File: src/rtl/scalar_alu_arbiter_pkg.sv
// Shared codes for the scalar ALU arbiter and its ALU.
//  - alu_signal codes select the operand sources and the result width
//  - func_code codes select the arithmetic operation
//  - sign codes classify a result as positive, zero or negative
//  - arbiter state codes for the result-register FSM
package scalar_alu_arbiter_pkg;

  // alu_signal: operand routing / result width
  localparam logic [3:0] ALU_NOP        = 4'd0;  // no operation, result forced to zero
  localparam logic [3:0] BINARY         = 4'd1;  // rs1 op rs2, full width
  localparam logic [3:0] BINARY_WORD    = 4'd2;  // rs1 op rs2, low 32 bits sign-extended
  localparam logic [3:0] IMMEDIATE      = 4'd3;  // rs1 op imm, full width
  localparam logic [3:0] IMMEDIATE_WORD = 4'd4;  // rs1 op imm, low 32 bits sign-extended
  localparam logic [3:0] PC_REL         = 4'd5;  // zero-extended pc op imm, full width

  // func_code: operation
  localparam logic [3:0] ADD  = 4'd0;
  localparam logic [3:0] SUB  = 4'd1;
  localparam logic [3:0] ADDI = 4'd2;
  localparam logic [3:0] SLTI = 4'd3;  // signed set-less-than, result 0 or 1

  // sign_bits classification of a result
  localparam logic [1:0] ZERO = 2'd0;
  localparam logic [1:0] POS  = 2'd1;
  localparam logic [1:0] NEG  = 2'd2;

  localparam int WORD_LEN = 32;

  // Result register state: IDLE = empty, FULL = holds a result awaiting rsp_ready
  typedef enum logic {
    ARB_IDLE = 1'b0,
    ARB_FULL = 1'b1
  } arb_state_e;

endpackage

File: src/rtl/scalar_alu_arbiter_alu.sv
// Combinational scalar ALU shared by all requesters of the arbiter.
// Ports:
//  alu_signal  in   4               operand routing / width select
//  func_code   in   4               operation select
//  rs1, rs2    in   SCALAR_REG_LEN  register operands
//  imm         in   SCALAR_REG_LEN  immediate operand
//  pc          in   DATA_LEN        program counter (PC_REL only)
//  result      out  SCALAR_REG_LEN  operation result
//  sign_bits   out  2               POS / ZERO / NEG classification of result
module scalar_alu_arbiter_alu #(
  parameter int DATA_LEN       = 32,
  parameter int SCALAR_REG_LEN = 64
) (
  input  logic [3:0]                alu_signal,
  input  logic [3:0]                func_code,
  input  logic [SCALAR_REG_LEN-1:0] rs1,
  input  logic [SCALAR_REG_LEN-1:0] rs2,
  input  logic [SCALAR_REG_LEN-1:0] imm,
  input  logic [DATA_LEN-1:0]       pc,
  output logic [SCALAR_REG_LEN-1:0] result,
  output logic [1:0]                sign_bits
);
  import scalar_alu_arbiter_pkg::*;

  logic [SCALAR_REG_LEN-1:0] op_a;
  logic [SCALAR_REG_LEN-1:0] op_b;
  logic [SCALAR_REG_LEN-1:0] raw;

  always_comb begin
    op_a = rs1;
    op_b = imm;
    if (alu_signal == BINARY || alu_signal == BINARY_WORD) begin
      op_b = rs2;
    end
    if (alu_signal == PC_REL) begin
      op_a = {{(SCALAR_REG_LEN-DATA_LEN){1'b0}}, pc};
    end

    raw = '0;
    case (func_code)
      ADD, ADDI: raw = op_a + op_b;
      SUB:       raw = op_a - op_b;
      SLTI:      raw = {{(SCALAR_REG_LEN-1){1'b0}}, ($signed(op_a) < $signed(op_b))};
      default:   raw = '0;
    endcase

    result = '0;
    case (alu_signal)
      BINARY, IMMEDIATE, PC_REL: result = raw;
      // Word ops keep the low 32 bits and sign-extend them to full width
      BINARY_WORD, IMMEDIATE_WORD:
        result = {{(SCALAR_REG_LEN-WORD_LEN){raw[WORD_LEN-1]}}, raw[WORD_LEN-1:0]};
      default: result = '0;
    endcase

    if (result == '0) begin
      sign_bits = ZERO;
    end else if (result[SCALAR_REG_LEN-1]) begin
      sign_bits = NEG;
    end else begin
      sign_bits = POS;
    end
  end

endmodule

File: src/rtl/scalar_alu_arbiter.sv
// Round-robin arbiter sharing one scalar ALU between REQ_NUM requesters
// (slot 0: scalar issue path, slot 1: vector unit scalar-operand path).
// One op is accepted per cycle; its result is registered once and returned
// with the owning requester id over a valid/ready response channel.
// Ports:
//  clk, rst_n      clock (rising edge) and asynchronous active-low reset
//  req_valid       per-requester op valid
//  req_ready       per-requester accept, one-hot or zero
//  req_rs1/rs2/imm packed operands, slot i at [i*SCALAR_REG_LEN +: SCALAR_REG_LEN]
//  req_pc          packed pc, slot i at [i*DATA_LEN +: DATA_LEN]
//  req_alu_signal  packed 4-bit alu_signal per slot
//  req_func_code   packed 4-bit func_code per slot
//  rsp_valid       result register holds a result
//  rsp_ready       consumer takes the result this cycle
//  rsp_id          requester owning the result
//  rsp_result      registered ALU result
//  rsp_sign_bits   registered sign classification
module scalar_alu_arbiter #(
  parameter int REQ_NUM        = 2,
  parameter int REQ_IDX_SIZE   = 1,
  parameter int DATA_LEN       = 32,
  parameter int SCALAR_REG_LEN = 64
) (
  input  logic                              clk,
  input  logic                              rst_n,
  input  logic [REQ_NUM-1:0]                req_valid,
  output logic [REQ_NUM-1:0]                req_ready,
  input  logic [REQ_NUM*SCALAR_REG_LEN-1:0] req_rs1,
  input  logic [REQ_NUM*SCALAR_REG_LEN-1:0] req_rs2,
  input  logic [REQ_NUM*SCALAR_REG_LEN-1:0] req_imm,
  input  logic [REQ_NUM*DATA_LEN-1:0]       req_pc,
  input  logic [REQ_NUM*4-1:0]              req_alu_signal,
  input  logic [REQ_NUM*4-1:0]              req_func_code,
  output logic                              rsp_valid,
  input  logic                              rsp_ready,
  output logic [REQ_IDX_SIZE-1:0]           rsp_id,
  output logic [SCALAR_REG_LEN-1:0]         rsp_result,
  output logic [1:0]                        rsp_sign_bits
);
  import scalar_alu_arbiter_pkg::*;

  // First valid requester at or after ptr, wrapping; MSB of the return is "found".
  // The search runs from the farthest offset down so the nearest one wins.
  function automatic logic [REQ_IDX_SIZE:0] rr_pick(
    input logic [REQ_NUM-1:0]      valid,
    input logic [REQ_IDX_SIZE-1:0] ptr
  );
    logic [REQ_IDX_SIZE:0] pick;
    int cand;
    pick = '0;
    for (int k = REQ_NUM - 1; k >= 0; k--) begin
      cand = (int'(ptr) + k) % REQ_NUM;
      if (valid[cand]) begin
        pick = {1'b1, cand[REQ_IDX_SIZE-1:0]};
      end
    end
    return pick;
  endfunction

  // Per-slot views of the packed request buses
  logic [SCALAR_REG_LEN-1:0] rs1_arr   [REQ_NUM];
  logic [SCALAR_REG_LEN-1:0] rs2_arr   [REQ_NUM];
  logic [SCALAR_REG_LEN-1:0] imm_arr   [REQ_NUM];
  logic [DATA_LEN-1:0]       pc_arr    [REQ_NUM];
  logic [3:0]                sig_arr   [REQ_NUM];
  logic [3:0]                func_arr  [REQ_NUM];

  arb_state_e                state_reg, state_next;
  logic [REQ_IDX_SIZE-1:0]   rr_ptr_reg, rr_ptr_next;
  logic [REQ_IDX_SIZE-1:0]   rsp_id_reg;
  logic [SCALAR_REG_LEN-1:0] rsp_result_reg;
  logic [1:0]                rsp_sign_reg;

  logic [REQ_IDX_SIZE:0]     pick;
  logic                      grant_found;
  logic [REQ_IDX_SIZE-1:0]   grant_idx;
  logic                      can_accept;
  logic                      accept;

  logic [3:0]                alu_signal;
  logic [3:0]                alu_func;
  logic [SCALAR_REG_LEN-1:0] alu_rs1, alu_rs2, alu_imm;
  logic [DATA_LEN-1:0]       alu_pc;
  logic [SCALAR_REG_LEN-1:0] alu_result;
  logic [1:0]                alu_sign;

  assign pick        = rr_pick(req_valid, rr_ptr_reg);
  assign grant_found = pick[REQ_IDX_SIZE];
  assign grant_idx   = pick[REQ_IDX_SIZE-1:0];

  // rst_n gates acceptance so nothing is handed out while reset is held.
  // A full register can take a new op in the same cycle it is drained.
  assign can_accept = rst_n && ((state_reg == ARB_IDLE) || rsp_ready);
  assign accept     = grant_found && can_accept;

  genvar gi;
  generate
    for (gi = 0; gi < REQ_NUM; gi++) begin : g_slot
      assign rs1_arr[gi]   = req_rs1[gi*SCALAR_REG_LEN +: SCALAR_REG_LEN];
      assign rs2_arr[gi]   = req_rs2[gi*SCALAR_REG_LEN +: SCALAR_REG_LEN];
      assign imm_arr[gi]   = req_imm[gi*SCALAR_REG_LEN +: SCALAR_REG_LEN];
      assign pc_arr[gi]    = req_pc[gi*DATA_LEN +: DATA_LEN];
      assign sig_arr[gi]   = req_alu_signal[gi*4 +: 4];
      assign func_arr[gi]  = req_func_code[gi*4 +: 4];
      assign req_ready[gi] = accept && (grant_idx == REQ_IDX_SIZE'(gi));
    end
  endgenerate

  // Next-state, pointer update and ALU operand steering
  always_comb begin
    state_next  = state_reg;
    rr_ptr_next = rr_ptr_reg;
    alu_signal  = ALU_NOP;
    alu_func    = '0;
    alu_rs1     = '0;
    alu_rs2     = '0;
    alu_imm     = '0;
    alu_pc      = '0;

    if (accept) begin
      state_next  = ARB_FULL;
      rr_ptr_next = (grant_idx == REQ_IDX_SIZE'(REQ_NUM - 1)) ? '0
                                                              : grant_idx + REQ_IDX_SIZE'(1);
      alu_signal  = sig_arr[grant_idx];
      alu_func    = func_arr[grant_idx];
      alu_rs1     = rs1_arr[grant_idx];
      alu_rs2     = rs2_arr[grant_idx];
      alu_imm     = imm_arr[grant_idx];
      alu_pc      = pc_arr[grant_idx];
    end else if (state_reg == ARB_FULL && rsp_ready) begin
      state_next = ARB_IDLE;
    end
  end

  always_ff @(posedge clk or negedge rst_n) begin
    if (!rst_n) begin
      state_reg      <= ARB_IDLE;
      rr_ptr_reg     <= '0;
      rsp_id_reg     <= '0;
      rsp_result_reg <= '0;
      rsp_sign_reg   <= ZERO;
    end else begin
      state_reg  <= state_next;
      rr_ptr_reg <= rr_ptr_next;
      if (accept) begin
        rsp_id_reg <= grant_idx;
        // A NOP request returns a clean zero regardless of the ALU output
        if (alu_signal == ALU_NOP) begin
          rsp_result_reg <= '0;
          rsp_sign_reg   <= ZERO;
        end else begin
          rsp_result_reg <= alu_result;
          rsp_sign_reg   <= alu_sign;
        end
      end
    end
  end

  assign rsp_valid     = (state_reg == ARB_FULL);
  assign rsp_id        = rsp_id_reg;
  assign rsp_result    = rsp_result_reg;
  assign rsp_sign_bits = rsp_sign_reg;

  scalar_alu_arbiter_alu #(
    .DATA_LEN      (DATA_LEN),
    .SCALAR_REG_LEN(SCALAR_REG_LEN)
  ) u_scalar_alu (
    .alu_signal(alu_signal),
    .func_code (alu_func),
    .rs1       (alu_rs1),
    .rs2       (alu_rs2),
    .imm       (alu_imm),
    .pc        (alu_pc),
    .result    (alu_result),
    .sign_bits (alu_sign)
  );

endmodule
File: config.mk
export PLATFORM = sky130hd
export DESIGN_NAME = scalar_alu_arbiter
export DESIGN_NICKNAME = d
export VERILOG_FILES = /design/src/rtl/scalar_alu_arbiter_pkg.sv /design/src/rtl/scalar_alu_arbiter_alu.sv /design/src/rtl/scalar_alu_arbiter.sv
export SDC_FILE = /design/constraint.sdc
export NUM_CORES = 1
export LEC_CHECK = 0
export CAP_MARGIN = 20
export CORE_AREA = 2 2 212 214
export CTS_BUF_LIST = sky130_fd_sc_hd__clkbuf_16
export CTS_CLUSTER_DIAMETER = 30
export DETAILED_ROUTE_END_ITERATION = 7
export DIE_AREA = 0 0 214 216
export GPL_ROUTABILITY_DRIVEN = 1
export PLACE_DENSITY_LB_ADDON = 0.15
export SLEW_MARGIN = 10
export SYNTH_ARGS = -nofsm -noshare
export SYNTH_HDL_FRONTEND = slang
export SYNTH_SLANG_ARGS = --single-unit
File: constraint.sdc
create_clock -name clk -period 7 [get_ports clk]
set_input_delay 1.05 -clock clk [delete_from_list [all_inputs] [get_ports clk]]
set_output_delay 1.05 -clock clk [all_outputs]
set_load 0.01 [all_outputs]
# After elaboration in Yosys (flattened, before gate mapping)
# Cells that the tools add are included.
[classes] addsub=4 n_lt_le_gt_ge=4 eq_ne=8 muxes=42 bitwise_logic=4 reduce_logical=14
[ops] operator="64-bit two-way mux" n=15
[ops] operator="64-bit one-hot mux with 3 select lines" n=1
[ops] operator="32-bit two-way mux" n=4
[ops] operator="64-bit one-hot mux with 2 select lines" n=1
[ops] operator="64-bit adder" n=1
[ops] operator="64-bit zero test" n=1
[ops] operator="64-bit less-than comparator" n=1
[ops] operator="64-bit subtractor" n=1
[ops] operator="4-bit two-way mux" n=8
[ops] operator="4-bit by 2-bit equality test with 1-bit output, second input constant" n=4
[ops] operator="2-bit two-way mux" n=5
[ops] operator="4-bit by 1-bit equality test with 1-bit output, second input constant" n=2
[ops] operator="4-bit by 3-bit equality test with 1-bit output, second input constant" n=2
[ops] operator="4-bit zero test" n=2
[ops] operator="1-bit two-way mux" n=8
[ops] operator="1-bit logical AND" n=5
[ops] operator="2-bit OR reduction" n=2
[ops] operator="2-bit by 3-bit less-than comparator with 1-bit output, second input constant" n=1
[ops] operator="3-bit OR reduction" n=1
[ops] operator="1-bit adder, second input constant" n=2
[ops] operator="2-bit >= comparator, second input constant" n=1
[ops] operator="1-bit logical OR" n=2
[ops] operator="1-bit by 2-bit less-than comparator with 1-bit output, second input constant" n=1
[ops] operator="1-bit inverter" n=2
[ops] operator="other kinds (3)" n=3
[totals] register_bits=69 inputBits=469 out_inout_bits=70 word_cells=81

# Logic depth before layout (Yosys ltp)
# Gate-level depths: netlist of the first run.
[logic_depth] depth_word=21 depth_mapped=26 depth_no_buf=24

# By module
# Synthesis of the first run repeated with hierarchy kept, for this count alone.
[hier_totals] cells_unflattened=2196 area_unflattened_um2=16235.6
[modules_own_cells] module="scalar_alu_arbiter_alu" instances=1 cells_each=1747 area_per_inst_um2=11497.3 seq_area_each_um2=0.0
[modules_own_cells] module="scalar_alu_arbiter" instances=1 cells_each=449 area_per_inst_um2=4738.3 seq_area_each_um2=1726.7

# Worst setup path before layout of the first run
# OpenSTA, ideal clock, no wires.
[synth_timing] kind="input port to flip-flop" startpoint="in rsp_ready" endpoint="reg rsp_sign_reg[0] (netlist: rsp_sign_bits[0])" setup_ns=0.131 t_arrival_ns=6.868 t_required_ns=6.869 slack_ns=0.001 path_stages=25 path_buffers=2 cell_sequence="nand2b_1 -> nand4_1 -> inv_2 -> a22oi_1 -> xnor2_1 -> nor2_1 -> buf_1 -> clkbuf_1 -> mux2i_1 -> o22ai_1 -> ha_1 -> inv_1 -> fa_1 -> nand2b_1 -> a21oi_2 -> o21ai_1 -> o221a_2 -> o211a_1 -> o41a_1 -> mux2i_1 -> nand3b_1 -> or4_1 -> or4_1 -> nor4_1 -> a21oi_1"
[synth_via] elab_chain_cells=13 word_cells_on_any_way=34 cone_classes="2 x add/sub; 1 x order compare; 8 x eq/ne; 13 x mux; 10 x reduce/logical"
[synth_lines] item="from (decl)" line_no="scalar_alu_arbiter.sv:35" rtl="input logic rsp_ready,"
[synth_lines] item="1-bit logical OR *" line_no="scalar_alu_arbiter.sv:93" rtl="assign can_accept = rst_n && ((state_reg == ARB_IDLE) || rsp_ready);"
[synth_lines] item="1-bit logical AND *" line_no="scalar_alu_arbiter.sv:93"
[synth_lines] item="1-bit logical AND *" line_no="scalar_alu_arbiter.sv:94" rtl="assign accept = grant_found && can_accept;"
[synth_lines] item="4-bit two-way mux" line_no="scalar_alu_arbiter.sv:120" rtl="if (accept) begin"
[synth_lines] item="4-bit by 1-bit equality test with 1-bit output or 4-bit by 2-bit equality test with 1-bit output (tied branches)" line_no="scalar_alu_arbiter_alu.sv:32, scalar_alu_arbiter_alu.sv:48"
[synth_lines] item="1-bit logical OR" line_no="scalar_alu_arbiter_alu.sv:32" rtl="if (alu_signal == BINARY || alu_signal == BINARY_WORD) begin"
[synth_lines] item="64-bit two-way mux" line_no="scalar_alu_arbiter_alu.sv:32"
[synth_lines] item="64-bit subtractor, or another cell as far along" line_no="scalar_alu_arbiter_alu.sv:42" rtl="SUB: raw = op_a - op_b;"
[synth_lines] item="64-bit one-hot mux with 3 select lines" line_no="scalar_alu_arbiter_alu.sv:40" rtl="case (func_code)"
[synth_lines] item="64-bit one-hot mux with 2 select lines" line_no="scalar_alu_arbiter_alu.sv:48" rtl="case (alu_signal)"
[synth_lines] item="64-bit zero test or 2-bit two-way mux (tied branches)" line_no="scalar_alu_arbiter_alu.sv:56, scalar_alu_arbiter_alu.sv:58"
[synth_lines] item="2-bit two-way mux" line_no="scalar_alu_arbiter_alu.sv:56" rtl="if (result == '0) begin"
[synth_lines] item="2-bit two-way mux" line_no="scalar_alu_arbiter.sv:148" rtl="if (alu_signal == ALU_NOP) begin"
[synth_lines] item="to (signal assigned)" line_no="scalar_alu_arbiter.sv:153" rtl="rsp_sign_reg <= alu_sign;"
[synth_lines] item="to (decl)" line_no="scalar_alu_arbiter.sv:72" rtl="logic [1:0] rsp_sign_reg;"
# Every way passes the cells marked *; elsewhere a longest branch is shown, timed or not.
# A chain may end at the register's enable or synchronous reset.

# Worst setup path in the final report of the first run
# Ends and elaborated chain as after synthesis.

==> flow_summary_export.csv, run 1 <==
group,metric,value,unit
synth,synth_edf_count,0,
pwr,powerDensity,161,mW/mm2
detailed_routing,drc_errors,0,
final_layout,fin_util,62.6,%
detailed_routing,ant_nets,0,
floorplanning,rows,77,
cts,clock_sinks,69,
timing,setup_ws,92.8,ps
timing,hold_violations,0,
synth,synthFlopType,"dfrtp_1",
global_route,grt_usage,36.5,%
synth,ys_seq_elements,69,
synth,synthXorXnorAreaFrac,0.395,%
detailed_routing,routed_wl,89700,um
run,cap_violations,0,
synth,synth_area,0.0155,mm2
final_layout,layout.cells.non_filler,3784,
cts,cts_made_buffers,9,
synth,yosysTopAreaCellShare,12.8,%
worst_hold_path,hp-class,"reg2reg",
detailed_routing,first_pass_iters,6,
synth,syn_nets,2731,
floorplanning,dieArea,0.0462,mm2
synth,syn_avg_cell_area,7.28,um2
setup_path,endpoint_kind,"register",
final_layout,fillerInstances,3968,
detailed_routing,wl_per_cell,23.7,um
global_route,grt_overflow_total,0,
synth,synthAdderAreaFrac,10.5,%
timing,drv_slew,0,
floorplanning,initial_core_util,35.4,%
setup_path,path_class,"in2reg",
global_route,antenna_found_initial,1,
timing,fmax,145,MHz
timing,finClkSkew,12.1,ps
global_route,grt_pass1_wl,132000,um
detailed_routing,viasPerCell,5.89,
setup_path,critical_path_buf_inv_count,6,
synth,synth-compound-area-share,38.7,%
cts,clock_latency,340,ps
pwr,power_leakage,0.0115,uW
final_layout,n_antenna_cell,0,
final_layout,syn_to_final_growth,76.6,%
final_layout,final_cell_area,0.0274,mm2
detailed_routing,vias,22300,
outcome,status,"finished, final reports clean",
floorplanning,io_pins,539,
global_route,grt_pass1_vias,22300,
final_layout,final_cell_mix,"buf_4, clkdlybuf4s50_1, mux2i_1, nor2_1, nand2_1",
synth,synth-simple-area-share,18.9,%
timing,relSlewSlack,35.7,%
synth,yosys_warnings,0,
placement,preCtsSetupSlack,-1040,ps
cts,cts-htree-levels,3,
placement,placed_cells_incl_taps,3722,
synth,synth_seq_area_share,11.1,%
synth,netlist_top_cells_area,"mux2i_1, dfrtp_1, ha_1",
setup_path,slowest_stage,"or4b_2",
placement,io_buffers,538,
setup_path,cp_data_required_time,7220,ps
placement,gp_congestion,1.02,
synth,async_reset_ff_share,100,%
cts,cts_tree,"built",
timing,min_period_over_period,98.7,%
global_route,grt_max_degree,101,
final_layout,final_common_cell,"buf_4",
synth,netlist_instances,2133,
floorplanning,die-height,216,um
floorplanning,die_w,214,um
floorplanning,coreArea,0.0438,mm2
setup_path,cp_top_family,"simple AND/OR/NAND/NOR gates",
final_layout,largest_reg_flops,64,
cts,cts_root_buffer,"clkbuf_16",
setup_path,worstPathMaxFanout,12,
setup_path,crit_path_max_incr_delay,690,ps
setup_path,cp-start-kind,"primary input",
final_layout,drive_gt1_share,27.9,%
synth,synth_top_family_by_area,"compound AO/OA/AOI/OAI gates",
final_layout,layout.nets,3785,
cts,clockBufferDepth,2,
placement,placedInstanceArea,0.0257,mm2
timing,hold_slack,477,ps
detailed_routing,initialDrtViolationCount,1757,
synth,ys_types,114,
placement,dp_hpwl,73900,um
cts,clk_pin_slew,70,ps
pwr,ir_drop,0.117,mV
timing,setup_viol,0,
timing,min_period,6910,ps
cts,holdBufCountCts,0,
timing,tightest_slew,964,ps
synth,yosys.area.top_type,"mux2i_1",
setup_path,crit_arrival,7130,ps
synth,synth_mux_area_share,12.8,%
-- worst paths after layout --
path | start | to | slack, ps | cells after the start
setup / recovery | rsp_ready | rsp_sign_bits[0] | 90 | 25
hold / removal | rsp_result[49] | rsp_result[49] | 480 | 1
hold reg to reg | rsp_result[49] | rsp_result[49] | 480 | 1
setup reg to reg | rr_ptr_reg | rsp_sign_bits[0] | 730 | 24
min in group asynchronous | rst_n | rsp_result[40] | 1060 | 2
max in group asynchronous | rst_n | rsp_result[12] | 5320 | 2
-- repair_timing --
item,4_1_cts,5_1_grt
resized for setup,25,172
setup endpoints to repair,5,8
pin swaps,2,70
buffers inserted,2,39
gates cloned,0,6
-- cells in the mapped netlist (18+ instances only) --
library cell,number
mux2i_1,199
nor2_1,176
a21oi_1,166
nand2_1,154
inv_1,131
ha_1,127
o22ai_1,106
clkbuf_1,101
o21ai_0,98
dfrtp_1,69
a21o_1,42
nand4_1,42
a22oi_1,39
nor3_1,37
o31ai_1,35
nand3_1,31
a211oi_1,30
buf_2,28
nor4_1,28
a31oi_1,24
o211ai_1,23
o21bai_1,21
a221oi_1,19
a221o_1,18
-- worst reg2reg max path, delay by kind of cell (launching register included) --
kind | cells | cell delay, ps
simple gates | 9 | 2570
flops | 1 | 440
buf+inv | 5 | 770
compound gates | 8 | 1730
fa+ha+maj | 1 | 380
mux | 1 | 250
-- logic make-up after synthesis --
kind of cell / Yosys count
simple gates: 591
xor+xnor: 7
buf+inv: 288
fa+ha+maj: 129
mux: 199
compound gates: 850
flops: 69
-- report_power, final --
group	internal, uW	switching, uW
clock network	282	207
logic	1660	1680
registers	494	82.0
-- final cells by class --
cell class / instances / area, um2 / area share [%]
clock buffer: 9 / 225 / 0.821
tap: 592 / 741 / 2.70
timing repair buffer: 1193 / 10600 / 38.6
sequential: 69 / 1730 / 6.29
multi-input combinational: 1776 / 13600 / 49.4
clock inverter: 7 / 82.6 / 0.301
inverter: 138 / 518 / 1.89
-- layer usage --
layer,vias up,GRT usage (%),part of all wire [%]
met5,-,0,0
met4,0,19.0,6.1
li1,10400,-,-
met2,1064,66.4,49
met1,10600,41.9,39
met3,210,4.26,6.2
-- per-stage QoR --
step	power, uW	setup TNS, ps
CTS	4180	-103
finish	4410	0
global route	4620	-61.2
global placement	3640	-3500
detailed placement	3660	-4450
floorplan	1920	0
Power figures use the tool's default switching activity.
==> run 2, diff against run 1 <==
--- a/config.mk
+++ b/config.mk
@@ -6,14 +6,13 @@
 export NUM_CORES = 1
 export LEC_CHECK = 0
 export CAP_MARGIN = 20
-export CORE_AREA = 2 2 212 214
+export CORE_ASPECT_RATIO = 0.5
+export CORE_UTILIZATION = 30
 export CTS_BUF_LIST = sky130_fd_sc_hd__clkbuf_16
 export CTS_CLUSTER_DIAMETER = 30
 export DETAILED_ROUTE_END_ITERATION = 7
-export DIE_AREA = 0 0 214 216
 export GPL_ROUTABILITY_DRIVEN = 1
 export PLACE_DENSITY_LB_ADDON = 0.15
-export SLEW_MARGIN = 10
 export SYNTH_ARGS = -nofsm -noshare
 export SYNTH_HDL_FRONTEND = slang
 export SYNTH_SLANG_ARGS = --single-unit
==> flow_summary_export.csv, run 2 (synthesized netlist as in run 1, its figures left out) <==
group,metric,value,unit
outcome,status,"finished, final reports clean",
final_layout,final_common_cell,"buf_4",
cts,cts_root_buffer,"clkbuf_16",
placement,dp_hpwl,74200,um
run,cap_violations,0,
final_layout,largest_reg_flops,64,
setup_path,reg2reg_slack,670,ps
final_layout,fin_util,54.6,%
global_route,grt_overflow_total,0,
global_route,antenna_found_initial,0,
placement,gp_congestion,0.977,
cts,clock_latency,360,ps
detailed_routing,first_pass_iters,6,
timing,rsz0062_at_grt,"false",
detailed_routing,vias,22000,
global_route,grt_usage,32.2,%
setup_path,crit_path_max_incr_delay,620,ps
cts,clockBufferDepth,2,
timing,relSlewSlack,26.0,%
worst_hold_path,holdPathEnd,"rsp_result[0]",
final_layout,final_cell_area,0.0276,mm2
detailed_routing,routed_wl,88000,um
floorplanning,coreArea,0.0507,mm2
cts,cts_tree,"built",
timing,min_period,6760,ps
final_layout,layout.nets,3872,
setup_path,cp_data_required_time,7240,ps
final_layout,syn_to_final_growth,78.0,%
timing,hold_violations,0,
floorplanning,io_pins,539,
cts,clk_pin_slew,60,ps
worst_hold_path,min_path_cells,1,
timing,setup_viol,0,
global_route,grt_pass1_vias,21700,
setup_path,endpoint_kind,"register",
timing,drv_slew,0,
pwr,ir_drop,0.166,mV
detailed_routing,wl_per_cell,22.2,um
pwr,power_leakage,0.0119,uW
timing,fmax,148,MHz
timing,finClkSkew,7.31,ps
setup_path,reg2reg_from,"rr_ptr_reg",
final_layout,drive_gt1_share,27.4,%
final_layout,fillerInstances,5014,
floorplanning,die_w,324,um
timing,tightest_slew,1110,ps
worst_hold_path,worstHoldStart,"rsp_result[0]",
cts,cts_made_buffers,9,
floorplanning,initial_core_util,30.7,%
detailed_routing,viasPerCell,5.54,
setup_path,crit_arrival,6990,ps
floorplanning,dieArea,0.0527,mm2
placement,io_buffers,538,
cts,cts-htree-levels,3,
worst_hold_path,hp-class,"reg2reg",
pwr,powerDensity,158,mW/mm2
timing,min_period_over_period,96.5,%
setup_path,slowest_stage,"or4_1",
detailed_routing,drc_errors,0,
final_layout,final_cell_mix,"buf_4, clkdlybuf4s50_1, mux2i_1, nor2_1, a21oi_1",
placement,placedInstanceArea,0.0266,mm2
detailed_routing,initialDrtViolationCount,1809,
global_route,grt_pass1_wl,130000,um
floorplanning,rows,58,
global_route,grt_max_degree,101,
cts,holdBufCountCts,0,
setup_path,r2r_cells,27,
cts,clock_sinks,69,
setup_path,path_class,"in2reg",
setup_path,r2r-end,"rsp_sign_bits[0]",
setup_path,worstPathMaxFanout,6,
setup_path,cp-start-kind,"primary input",
detailed_routing,ant_nets,0,
floorplanning,die-height,163,um
run 2: cell count changes in the layout (fill, tap and decap cells not counted), sizes merged, moves of 2 or more:
cell,change
clkbuf,-4
buf,+91
clkinv,+2
inv,-2
run 2: routing by layer:
layer	part of all wire, %	global-route usage (%)
met2	46	54.3
met4	2.4	6.75
met3	8.1	6.71
met1	44	42.0
met5	0	0
run 2: metrics by stage:
step	setup TNS [ps]	setup WS (ps)	cells	total power, uW	hold WS, ps
6_report	0	245	3970	4360	482
5_1_grt	0	61.5	3969	4620	498
4_1_cts	0	10.8	3942	4250	485
3_5_place_dp	-2120	-664	3923	3710	469
3_3_place_gp	-1740	-553	3923	3700	455
2_1_floorplan	0	0.606	2133	1920	501
run 2: worst max-delay path by stage:
stage                       startpoint                to  cells after the start
after floorplan              rsp_ready  rsp_sign_bits[0]                     25
after CTS                    rsp_ready  rsp_sign_bits[0]                     26
after detailed placement  req_valid[0]  rsp_sign_bits[0]                     29
final                     req_valid[1]  rsp_sign_bits[0]                     28
after global routing      req_valid[1]  rsp_sign_bits[0]                     28
after global placement    req_valid[0]  rsp_sign_bits[0]                     25
run 2: area by class of cell:
| type | count | area [um2] | area share (%) |
|---|---|---|---|
| timing repair buffer | 1280 | 11200 | 40.5 |
| inverter | 138 | 520 | 1.88 |
| sequential | 69 | 1730 | 6.24 |
| clock buffer | 9 | 225 | 0.815 |
| antenna | 1 | 2.50 | 0.00905 |
| clock inverter | 7 | 88.8 | 0.321 |
| tap | 690 | 863 | 3.12 |
| multi-input combinational | 1776 | 13000 | 47.1 |
run 2: power breakdown:
group	leakage [uW]	switching (uW)	internal, uW
logic	0.0109	1620	1690
registers	0.000886	64.6	495
clock network	0.000151	186	310
run 2: worst max-delay path: cells and delay by family:
family	cells	cell delay (ps)
AND/OR/NAND/NOR	7	2050
AO/OA/AOI/OAI	9	1960
buffers and inverters	10	1330
adder cells (fa/ha/maj)	1	360
multiplexers	1	220
run 2: timing repair:
item                                    in CTS  in global routing
gates resized for setup                     22                 72
pin swaps                                    9                 30
endpoints found under the hold margin        0                  0
gates cloned                                 0                  1
setup buffers                                3                 26
endpoints found under the setup margin       4                  4
